--- src/rtl/spi_adc_responder_pkg.sv ---
// ============================================================================
// Module : spi_adc_pkg
// Shared types, widths, channel config codes and config decode for the
// SPI ADC responder model.
// Rev    : 1.0  initial release
// ============================================================================
`default_nettype none

package spi_adc_pkg;

  localparam int CFG_W  = 6;
  localparam int DATA_W = 12;
  localparam int N_CH   = 4;

  typedef enum logic [1:0] {
    S_IDLE  = 2'd0,
    S_CONV  = 2'd1,
    S_WAIT  = 2'd2,
    S_SHIFT = 2'd3
  } state_e;

  // Config word layout is {S/D, O/S, S1, S0, UNI, SLP}
  localparam logic [CFG_W-1:0] CFG_CH0 = 6'b100010;
  localparam logic [CFG_W-1:0] CFG_CH1 = 6'b110010;
  localparam logic [CFG_W-1:0] CFG_CH2 = 6'b100110;
  localparam logic [CFG_W-1:0] CFG_CH3 = 6'b110110;

  typedef struct packed {
    logic       ok;
    logic [1:0] ch;
  } ch_dec_t;

  function automatic ch_dec_t cfg_to_ch(input logic [CFG_W-1:0] cfg);
    ch_dec_t r;
    r.ok = 1'b1;
    r.ch = 2'd0;
    case (cfg)
      CFG_CH0: r.ch = 2'd0;
      CFG_CH1: r.ch = 2'd1;
      CFG_CH2: r.ch = 2'd2;
      CFG_CH3: r.ch = 2'd3;
      default: r.ok = 1'b0;
    endcase
    return r;
  endfunction

endpackage

`default_nettype wire

--- src/rtl/spi_adc_responder_if.sv ---
// ============================================================================
// Module : spi_adc_responder_if
// CONVST/SCK/SDI/SDO bus between an SPI ADC master and the responder.
// Rev    : 1.0  initial release
// ============================================================================
`default_nettype none

interface spi_adc_responder_if;

  logic spi_scl;
  logic spi_sdi;
  logic convst;
  logic spi_sdo;

  modport master (
    output spi_scl,
    output spi_sdi,
    output convst,
    input  spi_sdo
  );

  modport slave (
    input  spi_scl,
    input  spi_sdi,
    input  convst,
    output spi_sdo
  );

endinterface

`default_nettype wire

--- src/rtl/spi_sync_edge.sv ---
// ============================================================================
// Module : spi_sync_edge
// Multi-flop synchronizer with rise/fall detection on the synchronized level.
// Rev    : 1.0  initial release
// ============================================================================
`default_nettype none

module spi_sync_edge #(
  parameter int STAGES = 2
) (
  input  wire logic clk,
  input  wire logic rst_n,
  input  wire logic d_i,
  output logic      lvl_o,
  output logic      rise_o,
  output logic      fall_o
);

  logic [STAGES-1:0] sync_q;
  logic              prev_q;

  always_ff @(posedge clk or negedge rst_n) begin
    if (!rst_n) begin
      sync_q <= '0;
      prev_q <= 1'b0;
    end else begin
      sync_q <= {sync_q[STAGES-2:0], d_i};
      prev_q <= sync_q[STAGES-1];
    end
  end

  // Edge pulses are combinational so the consumer acts one clk after detection
  assign lvl_o  = sync_q[STAGES-1];
  assign rise_o = sync_q[STAGES-1] & ~prev_q;
  assign fall_o = ~sync_q[STAGES-1] & prev_q;

endmodule

`default_nettype wire

--- src/rtl/spi_adc_responder.sv ---
// ============================================================================
// Module : spi_adc_responder
// LTC2308-style SPI ADC responder: config capture, timed conversion, 12-bit
// readout. Optional macro ADC_RESP_AUTOINC_EN bumps a channel per readout.
// Rev    : 1.0  initial release
// ============================================================================
`default_nettype none

module spi_adc_responder
  import spi_adc_pkg::*;
#(
  parameter int CONV_CYCLES = 80,
  parameter int SYNC_STAGES = 2
) (
  input  wire logic                clk,
  input  wire logic                reset_n,
  spi_adc_responder_if.slave       spi,
  input  wire logic                wr_en,
  input  wire logic [1:0]          wr_ch,
  input  wire logic [DATA_W-1:0]   wr_data,
  output logic                     busy,
  output logic                     cfg_valid,
  output logic [CFG_W-1:0]         cfg_word,
  output logic                     cfg_err,
  output logic                     frame_err,
  output logic [15:0]              frames_done
);

  localparam int CNT_W = (CONV_CYCLES > 1) ? $clog2(CONV_CYCLES) : 1;
  localparam logic [CNT_W-1:0] CONV_LAST = CNT_W'(CONV_CYCLES - 1);

  logic w_scl_lvl, w_scl_rise, w_scl_fall;
  logic w_sdi_lvl, w_sdi_rise, w_sdi_fall;
  logic w_cv_lvl,  w_cv_rise,  w_cv_fall;

  spi_sync_edge #(.STAGES(SYNC_STAGES)) u_sync_scl (
    .clk    (clk),
    .rst_n  (reset_n),
    .d_i    (spi.spi_scl),
    .lvl_o  (w_scl_lvl),
    .rise_o (w_scl_rise),
    .fall_o (w_scl_fall)
  );

  spi_sync_edge #(.STAGES(SYNC_STAGES)) u_sync_sdi (
    .clk    (clk),
    .rst_n  (reset_n),
    .d_i    (spi.spi_sdi),
    .lvl_o  (w_sdi_lvl),
    .rise_o (w_sdi_rise),
    .fall_o (w_sdi_fall)
  );

  spi_sync_edge #(.STAGES(SYNC_STAGES)) u_sync_cv (
    .clk    (clk),
    .rst_n  (reset_n),
    .d_i    (spi.convst),
    .lvl_o  (w_cv_lvl),
    .rise_o (w_cv_rise),
    .fall_o (w_cv_fall)
  );

  state_e             state_q;
  logic [CNT_W-1:0]   conv_cnt_q;
  logic [DATA_W-1:0]  shift_q;
  logic [2:0]         rx_cnt_q;
  logic [3:0]         tx_cnt_q;
  logic [CFG_W-1:0]   cfg_sr_q;
  logic [CFG_W-1:0]   cfg_word_q;
  logic               sdo_q;
  logic               busy_q;
  logic               cfg_valid_q;
  logic               cfg_err_q;
  logic               frame_err_q;
  logic [15:0]        frames_done_q;
  logic [DATA_W-1:0]  value_q [N_CH];
  logic [DATA_W-1:0]  value_d [N_CH];

  ch_dec_t w_rd_dec;
  ch_dec_t w_new_dec;
  logic    w_tx_done;
  logic    w_unused;

  assign w_rd_dec  = cfg_to_ch(cfg_word_q);
  assign w_new_dec = cfg_to_ch(cfg_sr_q);

  // The 12th SCK fall completes a readout; a same-cycle convst rise pre-empts it
  assign w_tx_done = (state_q == S_SHIFT) && !w_cv_rise && w_scl_fall &&
                     (tx_cnt_q == 4'd11);

  assign w_unused = &{1'b0, w_scl_lvl, w_cv_lvl, w_sdi_rise, w_sdi_fall,
                      w_rd_dec.ok, w_new_dec.ch};

  always_comb begin
    for (int i = 0; i < N_CH; i++) begin
      value_d[i] = value_q[i];
    end
`ifdef ADC_RESP_AUTOINC_EN
    if (w_tx_done) begin
      value_d[w_rd_dec.ch] = value_q[w_rd_dec.ch] + 1'b1;
    end
`endif
    if (wr_en) begin
      value_d[wr_ch] = wr_data;
    end
  end

  always_ff @(posedge clk or negedge reset_n) begin
    if (!reset_n) begin
      for (int i = 0; i < N_CH; i++) begin
        value_q[i] <= '0;
      end
    end else begin
      for (int i = 0; i < N_CH; i++) begin
        value_q[i] <= value_d[i];
      end
    end
  end

  always_ff @(posedge clk or negedge reset_n) begin
    if (!reset_n) begin
      state_q       <= S_IDLE;
      conv_cnt_q    <= '0;
      shift_q       <= '0;
      rx_cnt_q      <= '0;
      tx_cnt_q      <= '0;
      cfg_sr_q      <= '0;
      cfg_word_q    <= CFG_CH0;
      sdo_q         <= 1'b0;
      busy_q        <= 1'b0;
      cfg_valid_q   <= 1'b0;
      cfg_err_q     <= 1'b0;
      frame_err_q   <= 1'b0;
      frames_done_q <= '0;
    end else begin
      cfg_valid_q <= 1'b0;
      cfg_err_q   <= 1'b0;
      frame_err_q <= 1'b0;

      case (state_q)
        S_IDLE: begin
          sdo_q  <= 1'b0;
          busy_q <= 1'b0;
          if (w_cv_rise) begin
            state_q    <= S_CONV;
            busy_q     <= 1'b1;
            conv_cnt_q <= '0;
          end
        end

        S_CONV: begin
          if (w_cv_fall) begin
            frame_err_q <= 1'b1;
            busy_q      <= 1'b0;
            sdo_q       <= 1'b0;
            state_q     <= S_IDLE;
          end else if (conv_cnt_q == CONV_LAST) begin
            busy_q  <= 1'b0;
            state_q <= S_WAIT;
          end else begin
            conv_cnt_q <= conv_cnt_q + 1'b1;
          end
        end

        S_WAIT: begin
          // Snapshot so that writes during the readout do not corrupt it
          if (w_cv_fall) begin
            shift_q  <= value_q[w_rd_dec.ch];
            sdo_q    <= value_q[w_rd_dec.ch][DATA_W-1];
            rx_cnt_q <= '0;
            tx_cnt_q <= '0;
            state_q  <= S_SHIFT;
          end
        end

        S_SHIFT: begin
          if (w_cv_rise) begin
            if ((rx_cnt_q == 3'd6) && w_new_dec.ok) begin
              cfg_word_q  <= cfg_sr_q;
              cfg_valid_q <= 1'b1;
            end else begin
              cfg_err_q <= 1'b1;
            end
            sdo_q      <= 1'b0;
            busy_q     <= 1'b1;
            conv_cnt_q <= '0;
            state_q    <= S_CONV;
          end else begin
            if (w_scl_rise && (rx_cnt_q < 3'd6)) begin
              cfg_sr_q <= {cfg_sr_q[CFG_W-2:0], w_sdi_lvl};
              rx_cnt_q <= rx_cnt_q + 1'b1;
            end
            if (w_scl_fall && (tx_cnt_q < 4'd12)) begin
              tx_cnt_q <= tx_cnt_q + 1'b1;
              shift_q  <= {shift_q[DATA_W-2:0], 1'b0};
              sdo_q    <= (tx_cnt_q < 4'd11) ? shift_q[DATA_W-2] : 1'b0;
            end
            if (w_tx_done) begin
              frames_done_q <= frames_done_q + 1'b1;
            end
          end
        end

        default: state_q <= S_IDLE;
      endcase
    end
  end

  assign spi.spi_sdo = sdo_q;
  assign busy        = busy_q;
  assign cfg_valid   = cfg_valid_q;
  assign cfg_word    = cfg_word_q;
  assign cfg_err     = cfg_err_q;
  assign frame_err   = frame_err_q;
  assign frames_done = frames_done_q;

endmodule

`default_nettype wire

--- src/flat_wrapper.sv ---
// flat-port wrapper written by rule: the top's interface ports become plain ports
module spi_adc_responder_flat import spi_adc_pkg::*;
#(
  parameter int CONV_CYCLES = 80,
  parameter int SYNC_STAGES = 2
)
  (clk, reset_n, wr_en, wr_ch, wr_data, busy, cfg_valid, cfg_word, cfg_err, frame_err, frames_done, spi_spi_scl, spi_spi_sdi, spi_convst, spi_spi_sdo);
  spi_adc_responder_if spi_i ();
  input  wire logic clk;
  input  wire logic reset_n;
  input  wire logic wr_en;
  input  wire logic [1:0] wr_ch;
  input  wire logic [DATA_W-1:0] wr_data;
  output logic busy;
  output logic cfg_valid;
  output logic [CFG_W-1:0] cfg_word;
  output logic cfg_err;
  output logic frame_err;
  output logic [15:0] frames_done;
  input wire logic [$bits(spi_i.spi_scl)-1:0] spi_spi_scl;
  input wire logic [$bits(spi_i.spi_sdi)-1:0] spi_spi_sdi;
  input wire logic [$bits(spi_i.convst)-1:0] spi_convst;
  output wire logic [$bits(spi_i.spi_sdo)-1:0] spi_spi_sdo;
  assign spi_i.spi_scl = spi_spi_scl;
  assign spi_i.spi_sdi = spi_spi_sdi;
  assign spi_i.convst = spi_convst;
  assign spi_spi_sdo = spi_i.spi_sdo;
  spi_adc_responder #(.CONV_CYCLES(CONV_CYCLES), .SYNC_STAGES(SYNC_STAGES)) u_core (.clk(clk), .reset_n(reset_n), .spi(spi_i), .wr_en(wr_en), .wr_ch(wr_ch), .wr_data(wr_data), .busy(busy), .cfg_valid(cfg_valid), .cfg_word(cfg_word), .cfg_err(cfg_err), .frame_err(frame_err), .frames_done(frames_done));
endmodule
--- config.mk ---
export PLATFORM = sky130hd
export DESIGN_NAME = spi_adc_responder_flat
export DESIGN_NICKNAME = d
export VERILOG_FILES = /design/src/rtl/spi_adc_responder_pkg.sv /design/src/rtl/spi_adc_responder_if.sv /design/src/rtl/spi_sync_edge.sv /design/src/rtl/spi_adc_responder.sv /design/src/flat_wrapper.sv
export SDC_FILE = /design/constraint.sdc
export NUM_CORES = 1
export LEC_CHECK = 0
export CAP_MARGIN = 20
export CORE_UTILIZATION = 53
export DETAILED_ROUTE_END_ITERATION = 16
export PLACE_DENSITY = 0.74
export SLEW_MARGIN = 10
export SYNTH_ARGS = -nofsm -noshare
export SYNTH_HDL_FRONTEND = slang
export SYNTH_HIERARCHICAL = 1
export SYNTH_SLANG_ARGS = --single-unit
--- constraint.sdc ---
create_clock -name clk -period 2.49 [get_ports clk]
set_input_delay 0.3735 -clock clk [delete_from_list [all_inputs] [get_ports clk]]
set_output_delay 0.3735 -clock clk [all_outputs]
set_load 0.02 [all_outputs]
# Word-level counts from Yosys, hierarchy flattened
# Cells that the tools add are included.
# word_totals
out_inout_bits	27
elab_cells	138
regBits	116
# classes
n_eq_ne	24
mux	48
reduce_logical	23
n_bitwise	11
n_lt_le_gt_ge	6
addsub	4
# ops
cell	count
bitwise mux 48 bit	1
== test 6 bit (second input constant)	7
two-way mux 12 bit	3
two-way mux 11 bit	3
binary-select mux 12 bit (select 2 bit)	1
demux 12 bit (select 2 bit)	1
case mux 11 bit (2 select lines)	1
two-way mux 7 bit	3
two-way mux 1 bit	18
AND reduction 3 bit	6
adder 16 x 1 -> 16 bit (second input constant)	1
inequality test 2 bit (second input constant)	7
case mux 7 bit (2 select lines)	1
two-way mux 4 bit	3
case mux 2 bit (3 select lines)	2
AND reduction 4 bit	3
two-way mux 3 bit	3
less-than comparator 4 bit (second input constant)	2
two-way mux 2 bit	4
case mux 4 bit (2 select lines)	1
adder 7 x 1 -> 7 bit (second input constant)	1
== test 7 bit (second input constant)	1
logical AND 1 bit	7
greater-or-equal comparator 3 bit (second input constant)	2
other kinds (22)	34

# Depth between registers and ports, before layout
# depth
depth_word	8
ltp_mapped	8
mapped_depth_nobuf	7

# Modules after synthesis
# Netlist, hierarchy kept.
# modules_own_cells
mod	n_inst	cells_per_inst	area_each_um2	seq_area_each_um2
spi_adc_responder	1	411	4957.3	2705.1
spi_sync_edge	3	5	90.1	75.1

# Worst setup path before layout
# Ideal clock, no wire load.
# synth_path
path_type	register to register
start	register u_core.state_q[0]
end	register u_core.conv_cnt_q[0]
setup_ns	0.125
period_less_slack_ns	1.839
path_slack_ns	0.651
stages_incl_launch_ff	6
t_arrival_ns	1.715
cell_sequence	dfrtp_1 > inv_1 > ha_1 > mux2i_1 > a211oi_4 > mux2_2
# synth_between
elab_chain_cells	4
# synth_rtl
item	line	text
start, declared	spi_adc_responder.sv:63	state_e state_q;
start signal, assigned	spi_adc_responder.sv:122	state_q <= S_IDLE;
start signal, assigned	spi_adc_responder.sv:145	state_q <= S_CONV;
start signal, assigned	spi_adc_responder.sv:156	state_q <= S_IDLE;
== test 2 bit or zero test 2 bit (tied branches)	spi_adc_responder.sv:140	case (state_q)
OR reduction 2 bit (no source line)	-	
inequality test 2 x 1 -> 1 bit (no source line) or nonzero test 2 bit (tied branches)	-	
AND reduction 4 bit (no source line)	-	
end signal, assigned	spi_adc_responder.sv:161	conv_cnt_q <= conv_cnt_q + 1'b1;
end, declared	spi_adc_responder.sv:64	logic [CNT_W-1:0] conv_cnt_q;
# Several ways; a longest one is shown, not always the timed one.
# A chain may end at the register's enable or synchronous reset.

# Final worst setup path
# layout_path
start	register u_core.cfg_word_q[1], in the netlist u_core/cfg_word[1]
end	output cfg_word[1]
# layout_rtl
item	line	text
start, declared	spi_adc_responder.sv:69	logic [CFG_W-1:0] cfg_word_q;
start signal, assigned	spi_adc_responder.sv:179	cfg_word_q <= cfg_sr_q;
end, declared	flat_wrapper.sv:16	output logic [CFG_W-1:0] cfg_word;
# No word-level cell between the ends.

==> results.txt <==
Seq pwr share - 0.411
Required @ worst endpoint - 2120 ps
leakage dissipation - 2.84 nW
peak fanout along the critical path - 4
number of post-CTS setup repair buffers - 0
post-synthesis cell count - 423
reg-to-reg critical path startpoint - u_core/cfg_word[1]
setup repair after global routing missed its margin - false
least setup slack across all paths after layout - 421 ps
min Tclk post-route - 2070 ps
highest attainable clock frequency - 483 MHz
worst slack at placement - 478 ps
area added between synthesis and finish - 23.2%
core footprint - 0.00937 mm^2
summed instance area of the synthesized netlist - 0.00519 mm^2
maximum vdd drop - 0.000547 V
leading cell type in the layout, fill and taps excluded - sky130_fd_sc_hd__dfrtp_1
worst path buffer plus inverter count - 1
number of global-route vias before repair - 3,586
effective utilization at floorplan - 0.554
post-route fraction of the period consumed by the critical path - 0.831
Congestion Overflow GR - 0
number of buffers added to fix hold violations after cts - 1
Die Height - 101 um
Site Rows - 35
TritonCTS clock tree - built
CTS H-Tree Depth - 4
global routing's busiest layer - met2
Min-Delay Path Class - in -> reg
total wire length - 10,500 um
first-pass iteration count of the detailed router - 4
commonest cells after routing, fill and taps aside - 114 x sky130_fd_sc_hd__dfrtp_1, 60 x sky130_fd_sc_hd__mux2_2, 45 x sky130_fd_sc_hd__clkdlybuf4s50_1
ratio of routed vias to standard cells - 5.62
net count after synthesis - 453
Crit path arrival time - 1700 ps
cells along the critical path - clkdlybuf4s50_1
Die ar. - 0.0102 mm^2
All-Layer GR Usage - 0.231
total I/O pin count - 47
max-capacitance violation count - 0
TritonCTS Sinks - 116
category of the most critical setup path - reg -> out
power per unit of standard cell area - 946 mW/mm^2
sort of element at the end of the critical path - primary output
first-pass GRT wire length - 17,600 um
Final #Nets - 514
number of antenna violations at the first check in global routing - 0
non-filler instance count after layout - 626
Crit. Startpoint - u_core/cfg_word[1]
via total after detailed routing - 3,519
status - finished clean
count of placed standard cells including taps - 593
met3 layer usage reported by global route - 0.0617
met1 Track Usage GR - 0.289
starting DRC count in detailed routing - 203
routed len/inst - 16.8 um
weighted congestion at the end of routability-driven global placement - 0.779
endpoints failing setup - 0
Die X - 101 um
Post-CTS Resized - 0
post-route clock skew - 10.1 ps
count of input and output buffers - 46
DRC viols - 0
fraction of layout instances using a drive strength above 1 - 0.239
clock power share - 0.376
TNS Setup - 0 ps
Switching Power - 1.85 mW
dominant delay contributor by cell family on the critical path - buffers and inverters
Avg Cell Area, Syn - 12.3 um^2
largest stage delay on the critical path - 620 ps
antenna-violating nets left - 0
final count of pins violating max slew - 0
global routing met2 resource utilization - 0.384
Diodes inserted - 0
switching portion of total power - 0.305
startpoint class of the critical path - register
placed wire-length estimate after detailed placement - 6760 um
clock buffer depth - 2
internal power summed over all cells - 4.20 mW
Clock Pin Slew Worst Setup and Hold Paths - 60 ps
hold path startpoint - spi_spi_scl
clock latency on the worst-skew pair - 520 ps
Final Hold Vio Count - 0
largest net degree at the start of global routing - 55
slowest CP cell - sky130_fd_sc_hd__clkdlybuf4s50_1
cell at the root of the clock tree - sky130_fd_sc_hd__clkbuf_8
slew at the pin closest to its max-slew limit - 706 ps
count of warnings emitted by yosys - 6
number of CTS-inserted buffers - 17
portion of total power attributed to combinational logic - 0.213
Max transition margin - 0.529
## sequential cells by signal, indices dropped and copies added (netlist names)
name / flops
u_core/conv_cnt_q: 7
u_core/cfg_sr_q: 6
u_core/busy: 1
u_core/u_sync_cv/prev_q: 1
u_core/u_sync_sdi/sync_q: 2
u_core/value_q: 48
u_core/cfg_valid: 1
u_core/u_sync_cv/sync_q: 2
u_core/cfg_err: 1
u_core/frame_err: 1
u_core/u_sync_scl/sync_q: 2
u_core/state_q: 2
u_core/rx_cnt_q: 3
u_core/u_sync_scl/prev_q: 1
u_core/tx_cnt_q: 4
u_core/shift_q: 11
u_core/spi.spi_sdo: 1
u_core/cfg_word: 6
u_core/frames_done: 16
## layout make-up
class,count,area [um^2]
flip-flops and latches,116,2910
clock buffers,17,414
clock inverters,15,143
fillers,707,2980
inverters,10,37.5
multi-input cells,281,2170
repair buffers,58,563
well taps,129,161
## power groups by stage
stage                     Sequential (mW)  Combinational, mW  Clock [mW]
after floorplan                      2.46              0.949           0
after global placement               2.49               1.23           0
after detailed placement             2.50               1.26           0
after CTS                            2.48               1.29        2.31
after global routing                 2.53               1.44        2.39
final                                2.48               1.29        2.28
## worst reg2reg max path: cells and delay by family (launching register included)
| kind | cells | cell delay (ps) |
|---|---|---|
| DFF | 1 | 560 |
| and+or+nand+nor | 2 | 830 |
| AOI/OAI and AO/OA | 3 | 590 |
## through the flow
stage	instance area [um^2]	total power, mW	utilization	hold WS (ps)
floorplan	5190	3.41	-	77.9
global placement	5820	3.71	0.621	336
detailed placement	5820	3.77	0.621	339
CTS	6390	6.08	0.682	280
global route	6390	6.35	0.682	279
finish	6390	6.05	0.682	292
## path summary, 6_finish.rpt
check                                         endpoint  slack, ps  cells past startpoint
min in group asynchronous         u_core/conv_cnt_q[3]        450                      2
setup reg to reg                     u_core/shift_q[1]        430                      5
hold / removal             u_core/u_sync_scl/sync_q[0]        290                      1
setup / recovery                           cfg_word[1]        420                      1
max in group asynchronous            u_core/value_q[6]       1290                      3
hold reg to reg            u_core/u_sync_sdi/sync_q[1]        350                      0
## routing by layer
| layer | vias to the layer above | share of wire |
|---|---|---|
| met1 | 1784 | 0.44 |
| met4 | 0 | 0.016 |
| met2 | 74 | 0.51 |
| met3 | 17 | 0.032 |
| met5 | - | 0 |
| li1 | 1644 | - |
No activity file was read; power rests on OpenSTA's default activity.
